File: src/rtl/uart_frame_packer.sv
// Byte-to-word packer feeding a first-word-fall-through word FIFO.
// Words leave the FIFO only in whole frames of FRAME_WORDS, sequenced by a two-state FSM.
module uart_frame_packer #(
  parameter int WORD_BYTES  = 4,
  parameter int DEPTH       = 8,
  parameter int FRAME_WORDS = 4,
  parameter int BIG_ENDIAN  = 1
) (
  input  logic                    Clk,
  input  logic                    Rst_n,
  input  logic                    In_clr,
  input  logic                    In_byte_valid,
  input  logic [7:0]              In_byte,
  output logic                    Out_byte_ready,
  output logic                    Out_word_valid,
  output logic [8*WORD_BYTES-1:0] Out_word,
  input  logic                    In_word_ready,
  output logic                    Out_last,
  output logic                    Out_frame_start,
  output logic [$clog2(DEPTH):0]  Out_count,
  output logic                    Out_overflow
);
  localparam int W   = 8 * WORD_BYTES;
  localparam int AW  = $clog2(DEPTH);
  localparam int IW  = (WORD_BYTES > 1) ? $clog2(WORD_BYTES) : 1;
  localparam int FCW = (FRAME_WORDS > 1) ? $clog2(FRAME_WORDS) : 1;
  localparam logic [IW-1:0]  LAST_IDX  = IW'(WORD_BYTES - 1);
  localparam logic [FCW-1:0] LAST_WORD = FCW'(FRAME_WORDS - 1);
  localparam logic [AW:0]    DEPTH_C   = (AW + 1)'(DEPTH);
  localparam logic [AW:0]    FRAME_C   = (AW + 1)'(FRAME_WORDS);

  typedef enum logic {IDLE, STREAM} state_t;

  logic [IW-1:0]  byte_idx_reg;
  logic [W-1:0]   acc_reg;
  logic [W-1:0]   assembled;
  logic [AW-1:0]  wr_ptr_reg;
  logic [AW-1:0]  rd_ptr_reg;
  logic [AW:0]    count_reg;
  logic           overflow_reg;
  state_t         state_reg, state_next;
  logic [FCW-1:0] frame_cnt_reg, frame_cnt_next;
  logic           frame_start_reg, frame_start_next;
  logic [W-1:0]   mem [DEPTH];

  logic last_byte, accept, push, pop;

  assign last_byte      = (byte_idx_reg == LAST_IDX);
  assign Out_byte_ready = !last_byte || (count_reg < DEPTH_C);
  assign accept         = In_byte_valid && Out_byte_ready && !In_clr;
  assign push           = accept && last_byte;
  assign Out_word_valid = (state_reg == STREAM) && (count_reg != '0);
  assign Out_last       = Out_word_valid && (frame_cnt_reg == LAST_WORD);
  assign pop            = Out_word_valid && In_word_ready && !In_clr;
  assign Out_word       = mem[rd_ptr_reg];
  assign Out_count      = count_reg;
  assign Out_overflow   = overflow_reg;
  assign Out_frame_start = frame_start_reg;

  // Each lane takes the incoming byte when its slot is current, otherwise keeps the accumulator.
  genvar gi;
  for (gi = 0; gi < WORD_BYTES; gi++) begin : g_lane
    localparam int LANE = (BIG_ENDIAN != 0) ? (WORD_BYTES - 1 - gi) : gi;
    assign assembled[8*LANE +: 8] = (byte_idx_reg == IW'(gi)) ? In_byte : acc_reg[8*LANE +: 8];
  end

  always_ff @(posedge Clk) begin
    if (push) mem[wr_ptr_reg] <= assembled;
  end

  always_ff @(posedge Clk or negedge Rst_n) begin
    if (!Rst_n) begin
      byte_idx_reg <= '0;
      acc_reg      <= '0;
      wr_ptr_reg   <= '0;
      rd_ptr_reg   <= '0;
      count_reg    <= '0;
      overflow_reg <= 1'b0;
    end else if (In_clr) begin
      byte_idx_reg <= '0;
      acc_reg      <= '0;
      wr_ptr_reg   <= '0;
      rd_ptr_reg   <= '0;
      count_reg    <= '0;
      overflow_reg <= 1'b0;
    end else begin
      if (accept) begin
        byte_idx_reg <= last_byte ? '0 : byte_idx_reg + 1'b1;
        acc_reg      <= last_byte ? '0 : assembled;
      end
      if (push) wr_ptr_reg <= wr_ptr_reg + 1'b1;
      if (pop)  rd_ptr_reg <= rd_ptr_reg + 1'b1;
      if (push && !pop)      count_reg <= count_reg + 1'b1;
      else if (pop && !push) count_reg <= count_reg - 1'b1;
      if (In_byte_valid && !Out_byte_ready) overflow_reg <= 1'b1;
    end
  end

  always_ff @(posedge Clk or negedge Rst_n) begin
    if (!Rst_n) begin
      state_reg       <= IDLE;
      frame_cnt_reg   <= '0;
      frame_start_reg <= 1'b0;
    end else begin
      state_reg       <= state_next;
      frame_cnt_reg   <= frame_cnt_next;
      frame_start_reg <= frame_start_next;
    end
  end

  always_comb begin
    state_next       = state_reg;
    frame_cnt_next   = frame_cnt_reg;
    frame_start_next = 1'b0;
    if (state_reg == IDLE) begin
      if (count_reg >= FRAME_C) begin
        state_next       = STREAM;
        frame_cnt_next   = '0;
        frame_start_next = 1'b1;
      end
    end else if (pop) begin
      if (Out_last) begin
        state_next     = IDLE;
        frame_cnt_next = '0;
      end else begin
        frame_cnt_next = frame_cnt_reg + 1'b1;
      end
    end
    // Clear aborts any frame in flight without ever presenting its last word.
    if (In_clr) begin
      state_next       = IDLE;
      frame_cnt_next   = '0;
      frame_start_next = 1'b0;
    end
  end
endmodule

File: config.mk
export PLATFORM = sky130hd
export DESIGN_NAME = uart_frame_packer
export DESIGN_NICKNAME = d
export VERILOG_FILES = /design/src/rtl/uart_frame_packer.sv
export SDC_FILE = /design/constraint.sdc
export NUM_CORES = 1
export LEC_CHECK = 0
export ABC_AREA = 1
export ABC_CLOCK_PERIOD_IN_PS = 3500
export CAP_MARGIN = 10
export CORE_ASPECT_RATIO = 1.25
export CORE_MARGIN = 10
export CORE_UTILIZATION = 55
export DETAILED_ROUTE_END_ITERATION = 12
export GPL_TIMING_DRIVEN = 0
export PLACE_DENSITY = 0.74
export SETUP_SLACK_MARGIN = 0.4
export SYNTH_ARGS = -nofsm -noshare
export SYNTH_HDL_FRONTEND = slang
export SYNTH_SLANG_ARGS = --single-unit
File: constraint.sdc
create_clock -name Clk -period 3.5 [get_ports Clk]
set_input_delay 0.7 -clock Clk [delete_from_list [all_inputs] [get_ports Clk]]
set_output_delay 0.7 -clock Clk [all_outputs]
set_load 0.01 [all_outputs]
==> results of run 1 <==
==> path summary, 6_finish.rpt <==
kind | startpoint | end | slack (ns) | cells after the start
worst min-delay path | Rst_n | Out_overflow | 0.03 | 1
max in group asynchronous | Rst_n | rd_ptr_reg[0] | 2.94 | 2
worst min register to register | acc_reg[1] | acc_reg[1] | 0.47 | 2
worst max-delay path | rd_ptr_reg[0] | Out_word[8] | 0.37 | 9
worst max register to register | byte_idx_reg[0] | mem[1][3] | 1.02 | 6
min in group Clk | In_clr | Out_overflow | 0.46 | 2
==> what timing repair did <==
| action | CTS | global route |
|---|---|---|
| pin swaps | 0 | 0 |
| buffers inserted | 0 | 0 |
| hold endpoints to repair | 0 | 0 |
| resized for setup | 55 | 10 |
| cloned | 0 | 0 |
| endpoints found under the setup margin | 32 | 7 |
==> power groups by stage <==
stage / sequential (mW) / clock (mW) / combinational (mW)
after detailed placement: 4.19 / 0 / 1.38
after global routing: 4.12 / 3.13 / 1.50
final: 4.12 / 2.96 / 1.38
after floorplan: 4.19 / 0 / 0.865
after CTS: 4.11 / 2.97 / 1.38
after global placement: 4.19 / 0 / 1.35
==> metal layers <==
metal	vias to the layer above	track usage [%]	part of all wire, %
li1	3762	-	-
met1	3980	24.16	39
met2	346	32.93	50
met3	50	3.197	7.1
met4	0	8.075	3.2
met5	-	0	0
==> per-stage QoR <==
step | setup WS, ns | std cells | utilization (%)
2_1_floorplan | 0.4381 | 997 | -
3_3_place_gp | -1.346 | 1332 | 60.09
3_5_place_dp | 0.4508 | 1341 | 61.34
4_1_cts | 0.3364 | 1393 | 65.56
5_1_grt | 0.2522 | 1393 | 65.64
6_report | 0.3728 | 1393 | 65.64
==> synthesized netlist by cell type, types with 4 or more instances <==
cell,instances
ha_1,9
o21ai_1,20
o22ai_1,65
nand2_2,4
buf_2,19
buf_1,9
buf_4,9
a21oi_1,26
clkbuf_1,19
nand2_1,171
dfrtp_1,49
mux2i_1,64
inv_2,9
inv_1,29
edfxtp_1,256
o21ai_0,61
nor2_1,103
nand3_1,59
==> critical path: cells and delay by family (launching register included) <==
family	cells	cell delay (ns)
buf+inv	5	1.10
simple gates	3	0.18
flops	1	0.45
compound gates	1	0.16
==> layout make-up <==
cell class	count	area share, %
Sequential cell	305	60.73
Multi-Input combinational cell	594	22.04
Clock buffer	35	5.378
Timing Repair Buffer	61	4.910
Buffer	60	2.753
Tap cell	283	2.412
Inverter	38	0.9717
Clock inverter	17	0.8012
==> cells by family (layout without fill, tap and decap cells) <==
kind of cell | Yosys count | after routing | synth area share (%)
multiplexers | 64 | 64 | 5.100
XOR/XNOR | 2 | 2 | 0.1395
AND/OR/NAND/NOR | 343 | 343 | 11.23
buffers and inverters | 98 | 211 | 3.765
adder cells (fa/ha/maj) | 10 | 10 | 1.056
flip-flops | 305 | 305 | 70.96
AO/OA/AOI/OAI | 175 | 175 | 7.759
==> summary.md, run 1 <==
| Metric | Value |
|---|---|
| Crit Path Class | register to output port |
| Core Area | 0.02236 mm^2 |
| # IOs | 54 |
| Commonest cells after routing, fill and taps aside | edfxtp_1 (256), nand2_1 (171), nor2_1 (95) |
| Clock period minus worst slack | 3.127 ns |
| Fillers | 1567 |
| DR WL/cell | 21.04 um |
| Final HPWL DP | 18990 um |
| Yosys cell types | 30 |
| Hold-fix buffers, CTS | 0 |
| CTS tree | built |
| Reg area | 0.008915 mm^2 |
| Post-Route WL | 29300 um |
| Top cells by area, synth | edfxtp_1 (61%), dfrtp_1 (9.8%), nand2_1 (5.1%) |
| Ys async rst share | 16.07% |
| Multi-input logic area | 0.003236 mm^2 |
| GR Util All Layers | 19.42% |
| Cell internal pwr | 6.253 mW |
| Starting Density | 56.17% |
| DRC | 0 |
| Most common cell after layout, fill and taps aside | edfxtp_1 |
| Pre-antenna DRT Iters | 5 |
| Worst hold path type | primary input to asynchronous set/reset pin |
| Power Dens Cells | 575.4 mW/mm^2 |
| Synthesized instance count | 997 |
| Max-cap violations | 0 |
| Htree depth | 1 |
| Synthesized flop and latch total | 305 |
| Net switching power | 2.194 mW |
| Total negative setup slack | 0 ns |
| Port bufs | 52 |
| Die area | 0.02932 mm^2 |
| Actual slew at the worst max-slew pin | 0.8132 ns |
| Standard-cell rows | 61 |
| Ratio of cells with drive above 1 in the final layout | 11.62% |
| Critical Path, Cell by Cell | buf_6 > inv_2 > buf_12 > buf_6 > nor2_1 > o22ai_1 > nand2_1 > nand2_1 > clkdlybuf4s50_1 |
| Comb pwr share | 16.3% |
| Vias in the first global route | 8057 |
| CP max stage cell | clkdlybuf4s50_1 |
| Final hold violations | 0 |
| Layout area overhead | 16.85% |
| Share of power burned in registers | 48.7% |
| Max Slew Vio Count | 0 |
| Mean Syn Cell Area | 12.60 um^2 |
| Die extent in x | 155.2 um |
| Post-Syn Nets | 1020 |
| Max-slew headroom | 45.78% |
| Post-synth EDFFs | 256 |
| Power Total | 8.446 mW |
| CP Capture Type | output port |
| Worst EP required | 2.80 ns |
| Initial antenna violation count | 0 |
| DR iter-0 viols | 911 |
| Antenna-violating nets left | 0 |
| Critical Path Max Stage Delay | 0.53 ns |
| Finish-stage setup viols | 0 |
| WP data arrival | 2.43 ns |
| Max reg flops | 256 |
| Nets | 1111 |
| Worst IR Drop VDD | 440.2 uV |
| Clock tree sinks | 305 |
| Clk pwr share | 35.0% |
| Status | completed |
| Final Instance Area | 0.01468 mm^2 |
| Routed vias/inst | 5.842 |
| Vias | 8138 |
| Register area share after synthesis | 70.96% |
| CP max FO | 10 |
| Clock latency on the worst-skew pair | 0.54 ns |
| Clk_skew | 0.01707 ns |
| Clock slew at reported path FFs | 0.06 ns |
| CTS Root Cell | clkbuf_16 |
| Warnings, synthesis | 0 |
| Max frequency | 319.8 MHz |
| First-pass GRT wire length | 44780 um |
| Pin count of the biggest net entering global routing | 40 |
| Main synth FF type | edfxtp_1 |
| Inserted Diodes | 0 |
| Total grt overflow | 0 |
| Clock Path Buffers | 3 |
| Post-synth top area cell | edfxtp_1 |
| Unrepaired setup endpoints after global routing | true |
| Hold slack | 0.03440 ns |
| Sw Share | 25.97% |
| Post-DP Area | 0.01372 mm^2 |
| Kind of start point of the critical path | register |
| P_leak | 5.464 nW |
| Num CTS Buffers | 28 |
| Die Span Y | 189.0 um |
| Yosys top cell area share | 61.20% |
| Post-Syn Area | 0.01256 mm^2 |
| Crit share post-route | 89.35% |
| GPL Wtd Cong | 0.8708 |
Power figures use the tool's default switching activity.
==> run 2, diff against run 1 <==
Settings changed: SETUP_SLACK_MARGIN 0.4 to 0.15.
==> summary.md, run 2 (synthesis gave the netlist of run 1 again) <==
| Metric | Value |
|---|---|
| Status | completed |
| Actual slew at the worst max-slew pin | 0.7810 ns |
| Clock slew at reported path FFs | 0.06 ns |
| Final WS setup | 0.1592 ns |
| CTS tree | built |
| GPL Wtd Cong | 0.8708 |
| Initial antenna violation count | 0 |
| Final HPWL DP | 18990 um |
| Crit share post-route | 95.45% |
| Crit Path Class | register to output port |
| Total grt overflow | 0 |
| Die Span Y | 189.0 um |
| Clock Path Buffers | 3 |
| Most common cell after layout, fill and taps aside | edfxtp_1 |
| Final hold violations | 0 |
| Core Area | 0.02236 mm^2 |
| Hold-fix buffers, CTS | 0 |
| Fillers | 1563 |
| P_leak | 5.359 nW |
| CP max FO | 10 |
| Max reg flops | 256 |
| Standard-cell rows | 61 |
| Unrepaired setup endpoints after global routing | true |
| Kind of start point of the critical path | register |
| Vias | 8158 |
| DR iter-0 viols | 985 |
| Max-cap violations | 0 |
| Place WS | 0.4508 ns |
| Nets | 1111 |
| Pin count of the biggest net entering global routing | 40 |
| DRC | 0 |
| Worst hold path type | primary input to asynchronous set/reset pin |
| Power Dens Cells | 576.9 mW/mm^2 |
| Clock tree sinks | 305 |
| Layout area overhead | 16.71% |
| DR WL/cell | 20.98 um |
| Antenna-violating nets left | 0 |
| Port bufs | 52 |
| Inserted Diodes | 0 |
| Clock period minus worst slack | 3.341 ns |
| Max-slew headroom | 47.93% |
| Post-Route WL | 29230 um |
| Htree depth | 1 |
| Worst IR Drop VDD | 443.4 uV |
| Commonest cells after routing, fill and taps aside | edfxtp_1 (256), nand2_1 (171), nor2_1 (95) |
| CP Capture Type | output port |
| # IOs | 54 |
| Max Slew Vio Count | 0 |
| Power Total | 8.459 mW |
| First-pass GRT wire length | 44790 um |
| Vias in the first global route | 8052 |
| Starting Density | 56.17% |
| Ratio of cells with drive above 1 in the final layout | 11.17% |
| Pre-antenna DRT Iters | 5 |
| Final core utilization | 65.56% |
| WP data arrival | 2.64 ns |
| CTS Root Cell | clkbuf_16 |
| Die extent in x | 155.2 um |
| Finish-stage setup viols | 0 |
| Num CTS Buffers | 28 |
| Max frequency | 299.3 MHz |
| Routed vias/inst | 5.856 |
| Worst EP required | 2.80 ns |
| Die area | 0.02932 mm^2 |
| Clock latency on the worst-skew pair | 0.55 ns |
| GR Util All Layers | 19.42% |
| Clk_skew | 0.01958 ns |
[run 2: cell types whose count changed in the layout (fill, tap and decap cells not counted), moves of 3 or more]
| cell | before | now |
|---|---|---|
| dlygate4sd2_1 | 26 | 0 |
| buf_6 | 2 | 5 |
| buf_1 | 3 | 6 |
| clkdlybuf4s50_1 | 20 | 49 |
| buf_8 | 4 | 0 |
| dlymetal6s2s_1 | 5 | 2 |
[run 2: area by class of cell]
class                           instances  area [um^2]  share of cell area, %
Buffer                                 60        361.6                  2.466
Clock buffer                           35        789.5                  5.385
Clock inverter                         17        117.6                 0.8022
Inverter                               38        142.6                 0.9729
Multi-Input combinational cell        594         3236                  22.07
Sequential cell                       305         8915                  60.80
Tap cell                              283        354.1                  2.415
Timing Repair Buffer                   61        745.7                  5.086
[run 2: layer usage]
layer / track usage [%] / routed length, um / vias up
met5: 0 / 0 / -
met3: 3.152 / 2222 / 54
li1: - / - / 3758
met2: 32.97 / 14640 / 405
met4: 8.039 / 952 / 0
met1: 24.16 / 11420 / 3941
[run 2: final timing paths]
check                                start       endpoint  slack (ns)  cells past startpoint
max                          rd_ptr_reg[0]   Out_word[25]        0.16                      9
min                                  Rst_n   Out_overflow        0.03                      1
max reg2reg                byte_idx_reg[0]      mem[1][3]        1.03                      6
min reg2reg                     acc_reg[1]     acc_reg[1]        0.47                      2
max in group asynchronous            Rst_n  rd_ptr_reg[0]        2.94                      2
min in group Clk                    In_clr   Out_overflow        0.46                      2
[run 2: metrics by stage]
| stage | area (um^2) | cells | hold WS, ns | TNS [ns] |
|---|---|---|---|---|
| 6_report | 14660 | 1393 | 0.03119 | 0 |
| 5_1_grt | 14660 | 1393 | 0.04472 | 0 |
| 4_1_cts | 14640 | 1393 | 0.03466 | 0 |
| 3_5_place_dp | 13720 | 1341 | 0.4520 | 0 |
| 3_3_place_gp | 13440 | 1332 | 0.4487 | -303.36 |
| 2_1_floorplan | 12560 | 997 | 0.4044 | 0 |
[run 2: worst max-delay path, stage by stage (launching register included)]
cell	delay, ns
dfrtp_2	0.45
buf_6	0.17
inv_2	0.06
buf_6	0.18
buf_4	0.22
nor2_1	0.06
o22ai_1	0.17
nand2_1	0.09
nand2_1	0.13
clkdlybuf4s50_1	0.56
[run 2: timing repair]
| action | CTS | global route |
|---|---|---|
| setup buffers | 0 | 0 |
| endpoints found under the setup margin | 25 | 30 |
| gates resized for setup | 10 | 10 |
| hold endpoints to repair | 0 | 0 |
[run 2: where the power goes]
group	internal [mW]	switching, mW
Combinational	0.539	0.850
Sequential	4.06	0.0602
Clock	1.67	1.28
Total	6.27	2.19
==> run 3, diff against run 2 <==
Settings changed: PLACE_DENSITY 0.74 to 0.79.
==> summary.md, run 3 (synthesis gave the netlist of run 1 again) <==
| Metric | Value |
|---|---|
| Status | completed |
| Crit Path Class | register to output port |
| Htree depth | 1 |
| Crit share post-route | 93.52% |
| Routed vias/inst | 5.924 |
| Antenna-violating nets left | 0 |
| Clock slew at reported path FFs | 0.07 ns |
| DRC | 0 |
| Worst EP required | 2.80 ns |
| # IOs | 54 |
| Die extent in x | 155.2 um |
| Max reg flops | 256 |
| Power Total | 8.637 mW |
| Pin count of the biggest net entering global routing | 36 |
| Top delay family on crit path | buffers and inverters |
| Max-slew headroom | 51.48% |
| Final HPWL DP | 19110 um |
| Die Span Y | 189.0 um |
| Worst hold path type | primary input to asynchronous set/reset pin |
| Unrepaired setup endpoints after global routing | true |
| CP max FO | 10 |
| Ratio of cells with drive above 1 in the final layout | 10.94% |
| Final hold violations | 0 |
| GPL Wtd Cong | 0.8831 |
| Clock Path Buffers | 3 |
| Core Area | 0.02236 mm^2 |
| Net switching power | 2.180 mW |
| Clock latency on the worst-skew pair | 0.53 ns |
| Standard-cell rows | 61 |
| Share of power burned in registers | 47.6% |
| Worst IR Drop VDD | 437.2 uV |
| Kind of start point of the critical path | register |
| CTS Root Cell | clkbuf_16 |
| GR Util All Layers | 19.90% |
| Clock tree sinks | 305 |
| CP max stage cell | clkdlybuf4s50_1 |
| Inserted Diodes | 0 |
| Comb pwr share | 16.2% |
| Most common cell after layout, fill and taps aside | edfxtp_1 |
| Nets | 1110 |
| P_leak | 5.385 nW |
| Most frequent CP cell | buf_6 |
| Vias in the first global route | 8237 |
| Actual slew at the worst max-slew pin | 0.7278 ns |
| Critical Path, Cell by Cell | buf_6 > inv_2 > buf_6 > buf_6 > nor2_1 > o22ai_1 > nand2_1 > nand2_1 > clkdlybuf4s50_1 |
| Power Dens Cells | 587.5 mW/mm^2 |
| Critical Path Max Stage Delay | 0.56 ns |
| Starting Density | 56.17% |
| Post-Route WL | 29650 um |
| Initial antenna violation count | 0 |
| Max Slew Vio Count | 0 |
| WP data arrival | 2.57 ns |
| Clock period minus worst slack | 3.273 ns |
| Clk_skew | 0.01720 ns |
| Max frequency | 305.5 MHz |
| Total grt overflow | 0 |
| DR WL/cell | 21.34 um |
| Vias | 8229 |
| Layout area overhead | 17.03% |
| Commonest cells after routing, fill and taps aside | edfxtp_1 (256), nand2_1 (171), nor2_1 (95) |
| Clk pwr share | 36.2% |
| Hold-fix buffers, CTS | 0 |
| Sw Share | 25.24% |
| Worst Path Buf+Inv | 5 |
| Die area | 0.02932 mm^2 |
| CTS tree | built |
| Finish-stage setup viols | 0 |
| Pre-antenna DRT Iters | 5 |
| Cell internal pwr | 6.457 mW |
| Final core utilization | 65.74% |
| DR iter-0 viols | 840 |
| CP Capture Type | output port |
| Port bufs | 52 |
| Max-cap violations | 0 |
| First-pass GRT wire length | 46000 um |
| Num CTS Buffers | 27 |
## run 3: through the flow
| step | TNS, ns | cell area (um^2) | setup WS, ns | hold WS [ns] | cells |
|---|---|---|---|---|---|
| after floorplan | 0 | 12560 | 0.4381 | 0.4044 | 997 |
| after global placement | -292.17 | 13440 | -1.290 | 0.4489 | 1332 |
| after detailed placement | 0 | 13720 | 0.4238 | 0.4561 | 1341 |
| after CTS | 0 | 14660 | 0.1470 | 0.07605 | 1389 |
| after global routing | 0 | 14700 | 0.1423 | 0.09213 | 1389 |
| final | 0 | 14700 | 0.2269 | 0.08210 | 1389 |
## run 3: final timing paths
kind                                 startpoint            end  slack, ns  depth (start not counted)
worst max-delay path              rd_ptr_reg[0]   Out_word[25]       0.23                          9
worst min-delay path                      Rst_n      state_reg       0.08                          1
worst max register to register  byte_idx_reg[0]      mem[0][6]       1.02                          6
worst min register to register       acc_reg[4]     acc_reg[4]       0.47                          2
max in group asynchronous                 Rst_n  rd_ptr_reg[0]       2.87                          2
min in group Clk                     acc_reg[4]     acc_reg[4]       0.47                          2
## run 3: power groups by stage
stage	registers [mW]	logic, mW	clock network (mW)
after CTS	4.11	1.39	3.14
final	4.11	1.40	3.12
after detailed placement	4.19	1.38	0
after global routing	4.12	1.53	3.30
after global placement	4.19	1.34	0
after floorplan	4.19	0.865	0
## run 3: metal layers
layer	track usage, %	vias to the layer above	wire length (um)
met5	0	-	0
met4	7.678	0	1066
met3	3.243	85	2272
met2	34.38	407	15050
met1	24.46	3977	11260
li1	-	3760	-
## run 3: worst register-to-register path, cell delays in order (launching register included)
cell and delay, ns:
dfrtp_1 0.38, ha_1 0.32, nand4_2 0.19, inv_2 0.13, nand2_1 0.25, nor2_4 0.65
buf_16 0.26
## run 3: cell type report
type                    count  area [um^2]
clock buffers              31        690.7
well taps                 283        354.1
multi-input cells         594         3236
repair buffers             61        753.2
flip-flops and latches    305         8915
clock inverters            17        241.5
fillers                  1501         7661
inverters                  38        142.6
plain buffers              60        369.1
## run 3: repair_timing
| action | CTS | global route |
|---|---|---|
| endpoints found under the setup margin | 25 | 24 |
| hold endpoints to repair | 0 | 0 |
| setup buffers | 0 | 0 |
| resized for setup | 5 | 23 |
